`src/rtl/la_wave_render.sv`:
```
`default_nettype none
// ============================================================================
//  Module      : la_wave_render
//  Description : Logic-analyzer waveform renderer. Reads one capture word per
//                pixel column, draws each channel as a two-level trace in its
//                own horizontal band, overlays a grid and a vertical cursor,
//                and delays syncs to stay aligned with the pixel colour.
//  Revision    : 1.0 - initial release
// ============================================================================
module la_wave_render #(
    parameter int X_BITS     = 12,
    parameter int Y_BITS     = 12,
    parameter int H_ACT      = 1920,
    parameter int V_ACT      = 1080,
    parameter int CH_NUM     = 8,
    parameter int ADDR_BITS  = 11,
    parameter int TOP_MARGIN = 60,
    parameter int BAND_H     = 120,
    parameter int HIGH_OFS   = 20,
    parameter int LOW_OFS    = 80,
    parameter int GRID_PITCH = 100
) (
    input  logic                 pix_clk,
    input  logic                 rstn,
    input  logic                 vs_in,
    input  logic                 hs_in,
    input  logic                 de_in,
    input  logic [X_BITS-1:0]    act_x,
    input  logic [Y_BITS-1:0]    act_y,
    input  logic                 disp_en,
    input  logic [ADDR_BITS-1:0] start_addr,
    input  logic [2:0]           zoom_shift,
    input  logic [X_BITS-1:0]    cursor_x,
    output logic [ADDR_BITS-1:0] rd_addr,
    input  logic [CH_NUM-1:0]    rd_data,
    output logic                 vs_out,
    output logic                 hs_out,
    output logic                 de_out,
    output logic [7:0]           r_out,
    output logic [7:0]           g_out,
    output logic [7:0]           b_out
);

    localparam int c_CH_BITS  = (CH_NUM > 1)     ? $clog2(CH_NUM)     : 1;
    localparam int c_ROW_BITS = (BAND_H > 1)     ? $clog2(BAND_H)     : 1;
    localparam int c_COL_BITS = (GRID_PITCH > 1) ? $clog2(GRID_PITCH) : 1;

    // Frame-latched shadow copies of the control inputs
    logic                 r_vs_d;
    logic                 r_disp_s;
    logic [ADDR_BITS-1:0] r_start_s;
    logic [2:0]           r_zoom_s;
    logic [X_BITS-1:0]    r_cursor_s;

    // Grid column counter (position within the current grid pitch)
    logic [c_COL_BITS-1:0] r_col;

    // Stage 1 (address issued, geometry registered)
    logic                  r1_vs, r1_hs, r1_de, r1_trace_en, r1_grid, r1_cursor, r1_first;
    logic [c_CH_BITS-1:0]  r1_ch;
    logic [c_ROW_BITS-1:0] r1_row;

    // Stage 2 (capture data arriving from RAM)
    logic                  r2_vs, r2_hs, r2_de, r2_trace_en, r2_grid, r2_cursor, r2_first;
    logic [c_CH_BITS-1:0]  r2_ch;
    logic [c_ROW_BITS-1:0] r2_row;
    logic [CH_NUM-1:0]     r_last;

    logic [Y_BITS-1:0]     w_y_rel;
    logic [Y_BITS-1:0]     w_base;
    logic                  w_in_band;
    logic [c_CH_BITS-1:0]  w_ch;
    logic [c_ROW_BITS-1:0] w_row;
    logic [c_COL_BITS-1:0] w_col_cur;
    logic                  w_cursor;
    logic [ADDR_BITS-1:0]  w_rd_addr;
    logic [CH_NUM-1:0]     w_prev_word;
    logic                  w_b, w_p, w_trace;

    // Latch the display controls on the rising edge of vertical sync
    always_ff @(posedge pix_clk or negedge rstn) begin
        if (!rstn) begin
            r_vs_d     <= 1'b0;
            r_disp_s   <= 1'b0;
            r_start_s  <= '0;
            r_zoom_s   <= '0;
            r_cursor_s <= '1;
        end else begin
            r_vs_d <= vs_in;
            if (vs_in && !r_vs_d) begin
                r_disp_s   <= disp_en;
                r_start_s  <= start_addr;
                r_zoom_s   <= zoom_shift;
                r_cursor_s <= cursor_x;
            end
        end
    end

    // Band geometry by compare chain: channel index and row within its band
    always_comb begin
        w_y_rel   = act_y - Y_BITS'(TOP_MARGIN);
        w_in_band = (act_y >= Y_BITS'(TOP_MARGIN)) && (w_y_rel < Y_BITS'(CH_NUM * BAND_H));
        w_ch      = '0;
        w_base    = '0;
        for (int i = 1; i < CH_NUM; i++) begin
            if (w_y_rel >= Y_BITS'(i * BAND_H)) begin
                w_ch   = c_CH_BITS'(i);
                w_base = Y_BITS'(i * BAND_H);
            end
        end
        w_row = c_ROW_BITS'(w_y_rel - w_base);
    end

    // Column position inside the grid pitch, cursor hit and sample address
    always_comb begin
        w_col_cur = (act_x == '0) ? '0 : r_col;
        w_cursor  = (r_cursor_s < X_BITS'(H_ACT)) && (act_x == r_cursor_s);
        w_rd_addr = r_start_s + ADDR_BITS'(act_x >> r_zoom_s);
    end

    // Grid column counter advances once per active pixel, restarting at x=0
    always_ff @(posedge pix_clk or negedge rstn) begin
        if (!rstn) begin
            r_col <= '0;
        end else if (de_in) begin
            r_col <= (w_col_cur == c_COL_BITS'(GRID_PITCH - 1)) ? '0 : w_col_cur + 1'b1;
        end
    end

    // Stage 1: issue RAM address and register per-pixel geometry flags
    always_ff @(posedge pix_clk or negedge rstn) begin
        if (!rstn) begin
            rd_addr     <= '0;
            r1_vs       <= 1'b0;
            r1_hs       <= 1'b0;
            r1_de       <= 1'b0;
            r1_trace_en <= 1'b0;
            r1_grid     <= 1'b0;
            r1_cursor   <= 1'b0;
            r1_first    <= 1'b0;
            r1_ch       <= '0;
            r1_row      <= '0;
        end else begin
            rd_addr     <= w_rd_addr;
            r1_vs       <= vs_in;
            r1_hs       <= hs_in;
            r1_de       <= de_in;
            r1_trace_en <= w_in_band && r_disp_s;
            r1_grid     <= w_in_band && ((w_row == '0) || (w_col_cur == '0));
            r1_cursor   <= w_cursor;
            r1_first    <= (act_x == '0);
            r1_ch       <= w_ch;
            r1_row      <= w_row;
        end
    end

    // Stage 2: hold geometry while the RAM returns the sample word
    always_ff @(posedge pix_clk or negedge rstn) begin
        if (!rstn) begin
            r2_vs       <= 1'b0;
            r2_hs       <= 1'b0;
            r2_de       <= 1'b0;
            r2_trace_en <= 1'b0;
            r2_grid     <= 1'b0;
            r2_cursor   <= 1'b0;
            r2_first    <= 1'b0;
            r2_ch       <= '0;
            r2_row      <= '0;
        end else begin
            r2_vs       <= r1_vs;
            r2_hs       <= r1_hs;
            r2_de       <= r1_de;
            r2_trace_en <= r1_trace_en;
            r2_grid     <= r1_grid;
            r2_cursor   <= r1_cursor;
            r2_first    <= r1_first;
            r2_ch       <= r1_ch;
            r2_row      <= r1_row;
        end
    end

    // Remember the sample of the previous active pixel for edge drawing
    always_ff @(posedge pix_clk or negedge rstn) begin
        if (!rstn) begin
            r_last <= '0;
        end else if (r2_de) begin
            r_last <= rd_data;
        end
    end

    // Trace decision: high level, low level, or vertical edge between them
    always_comb begin
        w_prev_word = r2_first ? rd_data : r_last;
        w_b         = rd_data[r2_ch];
        w_p         = w_prev_word[r2_ch];
        w_trace     = r2_trace_en &&
                      ((w_b  && (r2_row == c_ROW_BITS'(HIGH_OFS))) ||
                       (!w_b && (r2_row == c_ROW_BITS'(LOW_OFS)))  ||
                       ((w_b != w_p) && (r2_row >= c_ROW_BITS'(HIGH_OFS)) &&
                                        (r2_row <= c_ROW_BITS'(LOW_OFS))));
    end

    // Stage 3: prioritised colour and delay-matched syncs
    always_ff @(posedge pix_clk or negedge rstn) begin
        if (!rstn) begin
            vs_out <= 1'b0;
            hs_out <= 1'b0;
            de_out <= 1'b0;
            r_out  <= '0;
            g_out  <= '0;
            b_out  <= '0;
        end else begin
            vs_out <= r2_vs;
            hs_out <= r2_hs;
            de_out <= r2_de;
            if (!r2_de) begin
                {r_out, g_out, b_out} <= 24'h000000;
            end else if (r2_cursor) begin
                {r_out, g_out, b_out} <= 24'hFFFFFF;
            end else if (w_trace) begin
                {r_out, g_out, b_out} <= 24'h00FF00;
            end else if (r2_grid) begin
                {r_out, g_out, b_out} <= 24'h404040;
            end else begin
                {r_out, g_out, b_out} <= 24'h000000;
            end
        end
    end

endmodule
`default_nettype wire

```
`config.mk`:
```
export PLATFORM = sky130hd
export DESIGN_NAME = la_wave_render
export DESIGN_NICKNAME = d
export VERILOG_FILES = /design/src/rtl/la_wave_render.sv
export SDC_FILE = /design/constraint.sdc
export NUM_CORES = 1
export LEC_CHECK = 0
export ABC_CLOCK_PERIOD_IN_PS = 4900
export CORE_ASPECT_RATIO = 1.4
export CORE_MARGIN = 2
export CORE_UTILIZATION = 25
export DETAILED_ROUTE_END_ITERATION = 10
export GPL_ROUTABILITY_DRIVEN = 0
export HOLD_SLACK_MARGIN = 0.1
export PLACE_DENSITY = 0.47
export SYNTH_ARGS = -nofsm -noshare
export SYNTH_HDL_FRONTEND = slang
export SYNTH_SLANG_ARGS = --single-unit
export TNS_END_PERCENT = 20
```
`constraint.sdc`:
```
create_clock -name pix_clk -period 4.9 [get_ports pix_clk]
set_input_delay 0.49 -clock pix_clk [delete_from_list [all_inputs] [get_ports pix_clk]]
set_output_delay 0.49 -clock pix_clk [all_outputs]
set_load 0.005 [all_outputs]
```
==> run_summary.xml <==
<?xml version="1.0" encoding="UTF-8"?>
<metrics>
  <group name="status">
    <metric name="outcome" unit="">finished clean</metric>
  </group>
  <group name="pwr">
    <metric name="max_rail_drop_vdd" unit="mV">0.139</metric>
    <metric name="switching_share" unit="%">30.2</metric>
    <metric name="power.leakage" unit="nW">2.65</metric>
    <metric name="power.switching" unit="uW">711</metric>
    <metric name="power_frac_clock" unit="%">29.4</metric>
    <metric name="share_seq_of_total_power" unit="%">42.6</metric>
    <metric name="power.density_cell_area" unit="nW/um^2">358</metric>
    <metric name="post-layout-total-power" unit="mW">2.35</metric>
    <metric name="share_comb_of_total_power" unit="%">28.0</metric>
    <metric name="internal_power" unit="mW">1.64</metric>
  </group>
  <group name="synthesis">
    <metric name="yosys_warnings" unit="">0</metric>
    <metric name="synth.distinct_cells" unit="">67</metric>
    <metric name="yosys.area_share.xor_xnor" unit="%">6.76</metric>
    <metric name="synth_enable_flop_cells" unit="">0</metric>
    <metric name="synthArstFlopShare" unit="%">100</metric>
    <metric name="dominant_combinational_cell_family_by_area_after_synthesis" unit="">multiplexers</metric>
    <metric name="yosys_register_bits" unit="">94</metric>
    <metric name="summed_instance_area_of_the_synthesized_netlist" unit="sq um">5170</metric>
    <metric name="synthCells" unit="">466</metric>
    <metric name="compound_gate_fraction_of_synth_area" unit="%">11.5</metric>
    <metric name="synth.largest_area_cell" unit="">dfrtp_1</metric>
    <metric name="muxShareOfSynthArea" unit="%">12.8</metric>
    <metric name="yosys-top-cells-count" unit="">dfrtp_1, mux2_2, nand2_1</metric>
    <metric name="syn-num-nets" unit="">549</metric>
    <metric name="yosys.area_share.adder" unit="%">4.89</metric>
    <metric name="yosys.cell_count.top_type" unit="">dfrtp_1</metric>
    <metric name="synth_top_cell_area_share" unit="%">39.7</metric>
    <metric name="post_synth.cell_area_avg" unit="sq um">11.1</metric>
    <metric name="synth_ff_type" unit="">dfrtp_1</metric>
    <metric name="synthTopCellsByArea" unit="">dfrtp_1, mux2_2, dfstp_2</metric>
    <metric name="post_synth_and_or_nand_nor_area_fraction" unit="%">11.8</metric>
    <metric name="ys_seq_area_share" unit="%">45.8</metric>
  </group>
  <group name="floorplanning">
    <metric name="die_h" unit="um">174</metric>
    <metric name="design.core.area" unit="sq um">20400</metric>
    <metric name="die-area" unit="sq um">21900</metric>
    <metric name="initial_utilization" unit="%">25.3</metric>
    <metric name="row_count" unit="">62</metric>
    <metric name="pin_count" unit="">102</metric>
    <metric name="die_width" unit="um">126</metric>
  </group>
  <group name="sta">
    <metric name="worst_slew_margin_rel" unit="%">52.1</metric>
    <metric name="timing.final.max_slew_violations" unit="">0</metric>
    <metric name="fmax" unit="MHz">242</metric>
    <metric name="tightest_slew" unit="ps">718</metric>
    <metric name="period_utilization_post_route" unit="%">84.2</metric>
    <metric name="tns" unit="ps">0</metric>
    <metric name="grt_setup_unrepaired" unit="">false</metric>
    <metric name="worst_clock_skew" unit="ps">6.64</metric>
    <metric name="finish_stage_setup_viols" unit="">0</metric>
    <metric name="timing_hold_violations_final" unit="">0</metric>
    <metric name="period_needed" unit="ps">4120</metric>
    <metric name="worst_hold_slack_across_all_endpoints" unit="ps">201</metric>
  </group>
  <group name="cts">
    <metric name="cts_max_path_buffers" unit="">2</metric>
    <metric name="cts_root_buf" unit="">clkbuf_16</metric>
    <metric name="cts_hold_buf" unit="">0</metric>
    <metric name="clock_sink_count" unit="">94</metric>
    <metric name="clkSlewWorstSetupHoldPaths" unit="ps">70</metric>
    <metric name="cts_made_buffers" unit="">9</metric>
    <metric name="worst_skew_pair.late_latency" unit="ps">340</metric>
    <metric name="tritoncts" unit="">built</metric>
    <metric name="htree_levels" unit="">3</metric>
    <metric name="cts.repair_timing.setup_buffer_count" unit="">0</metric>
    <metric name="cts_resized" unit="">0</metric>
  </group>
  <group name="critical_path">
    <metric name="worst_path_most_repeated_cell" unit="">o211ai_1</metric>
    <metric name="timing.critical_path.to_type" unit="">register</metric>
    <metric name="critPathLaunchType" unit="">input port</metric>
    <metric name="critPathLaunch" unit="">act_y[3]</metric>
    <metric name="worst-setup-path-type" unit="">input port to register</metric>
    <metric name="crit_chain" unit="">clkdlybuf4s50_1, ha_1, a311oi_2, xor2_2, o211ai_1, o211ai_1, o21bai_1, o211ai_1, ha_1, fa_1, xnor2_1, nor4_1, nand4_1, o31ai_2</metric>
    <metric name="regToRegEndpoint" unit="">rd_addr[9]</metric>
    <metric name="timing.critical_path.required" unit="ps">5150</metric>
    <metric name="timing.critical_path.arrival" unit="ps">4380</metric>
    <metric name="timing.critical_path.depth" unit="">14</metric>
    <metric name="worst-path-max-fanout" unit="">11</metric>
    <metric name="critical_path.slowest_cell" unit="">clkdlybuf4s50_1</metric>
    <metric name="max_stage_delay" unit="ps">570</metric>
    <metric name="r2r_slack" unit="ps">1720</metric>
    <metric name="path_buf_inv" unit="">1</metric>
    <metric name="crit_end" unit="">r1_grid</metric>
    <metric name="regToRegStartpoint" unit="">r_zoom_s[1]</metric>
    <metric name="category_of_cells_accounting_for_the_largest_share_of_critical_path_delay" unit="">compound AO/OA/AOI/OAI gates</metric>
    <metric name="reg2reg_depth" unit="">12</metric>
  </group>
  <group name="place">
    <metric name="detailed_place_hpwl" unit="um">8940</metric>
    <metric name="io_buffers" unit="">101</metric>
  </group>
  <group name="route">
    <metric name="route.vias.total" unit="">3739</metric>
    <metric name="total_wirelength" unit="um">11600</metric>
    <metric name="drcViolationCount" unit="">0</metric>
    <metric name="detail_route.first_pass.iterations" unit="">4</metric>
    <metric name="antenna_violating_nets_post_route" unit="">0</metric>
    <metric name="avgRoutedWirePerCell" unit="um">14.4</metric>
    <metric name="initialDrtViolationCount" unit="">230</metric>
    <metric name="via_cell_ratio" unit="">4.64</metric>
  </group>
  <group name="layout">
    <metric name="syn_to_final_growth" unit="%">27.1</metric>
    <metric name="fraction_of_layout_instances_using_a_drive_strength_above_1" unit="%">17.0</metric>
    <metric name="final_util" unit="%">32.2</metric>
    <metric name="finalNetCount" unit="">626</metric>
  </group>
  <group name="global_route">
    <metric name="maximum_number_of_pins_on_one_net_before_global_route_repair" unit="">58</metric>
    <metric name="grt_pass1_wl" unit="um">19000</metric>
    <metric name="gr-usage-all-layers" unit="%">10.7</metric>
    <metric name="number_of_antenna_violations_at_the_first_check_in_global_routing" unit="">1</metric>
    <metric name="grt_pass1_vias" unit="">3801</metric>
    <metric name="grt-ovfl-total" unit="">0</metric>
  </group>
  <group name="run">
    <metric name="max_cap_viol_count" unit="">0</metric>
  </group>
  <group name="hold_path">
    <metric name="hp-class" unit="">input port to async pin</metric>
  </group>
</metrics>
## layout by cell type, fill, tap and decap left out, types with 3 or more instances in the layout
master             n
o211ai_1           4
inv_6              3
a211oi_1           3
and2_1             7
a31o_2             3
ha_1              17
mux4_2             4
dfstp_2           12
mux2i_1           12
nor4_1             8
buf_4              4
nor2_1            14
xnor2_1           22
nor3_1             9
or2_2              4
mux2_2            40
nand3_1           10
a21oi_1           17
nand2_1           27
a31oi_1            5
o31a_1             4
a21o_1             3
o21a_1             3
inv_1             21
xor2_1            16
clkbuf_16          9
dfrtp_1           82
nand4_1            9
o22ai_1            3
clkdlybuf4s50_1  100
and3_1             4
o21ai_0           21
## registers in the layout, indices dropped and copies added, names as in the netlist, 7 cells and up
name / flops
r_last: 8
rd_addr: 11
r2_row: 7
r_start_s: 11
r1_row: 7
r_col: 7
r_cursor_s: 12
## metal layers
metal / wire, um / track usage (%)
met5: 0 / 0
met4: 341 / 4.91
met3: 368 / 1.75
met2: 5990 / 19.1
met1: 4880 / 12.4
## stage by stage
stage,cell area [sq um],setup WS (ps),instances
floorplan,5170,1530,466
global placement,6270,614,788
detailed placement,6270,454,788
CTS,6570,807,804
global route,6570,511,805
finish,6570,775,805
## power by group through the flow
stage,combinational (mW),clock (mW),sequential (mW)
floorplan,0.417,0,0.994
global placement,0.651,0,1.02
detailed placement,0.661,0,1.02
CTS,0.664,0.720,1.00
global route,0.730,0.754,1.02
finish,0.658,0.692,1.00
## worst min-delay path by stage
| stage | from | end | depth (start not counted) |
|---|---|---|---|
| 3_5_place_dp | r2_hs | hs_out | 0 |
| 5_1_grt | rstn | r_start_s[9] | 1 |
| 4_1_cts | rstn | rd_addr[10] | 1 |
| 2_1_floorplan | rstn | b_out[5] | 0 |
| 6_report | rstn | rd_addr[10] | 1 |
| 3_3_place_gp | r1_row[3] | r2_row[3] | 0 |
## cell families (layout without fill, tap and decap cells)
logic type      count (synthesis)  in the layout
fa+ha+maj                      19             19
simple gates                  111            111
other cells                     0              1
flops                          94             94
mux                            56             56
buf+inv                        60            142
compound gates                 87             87
xor+xnor                       39             39
## final cells by class
| cell class | count | area (sq um) |
|---|---|---|
| multi-input cells | 312 | 2470 |
| clock buffers | 9 | 225 |
| clock inverters | 7 | 72.6 |
| diodes | 1 | 2.50 |
| well taps | 256 | 320 |
| fillers | 2048 | 13800 |
| repair buffers | 104 | 1030 |
| flip-flops and latches | 94 | 2370 |
| inverters | 22 | 82.6 |
Note: power is estimated with default switching activity, not from simulation.
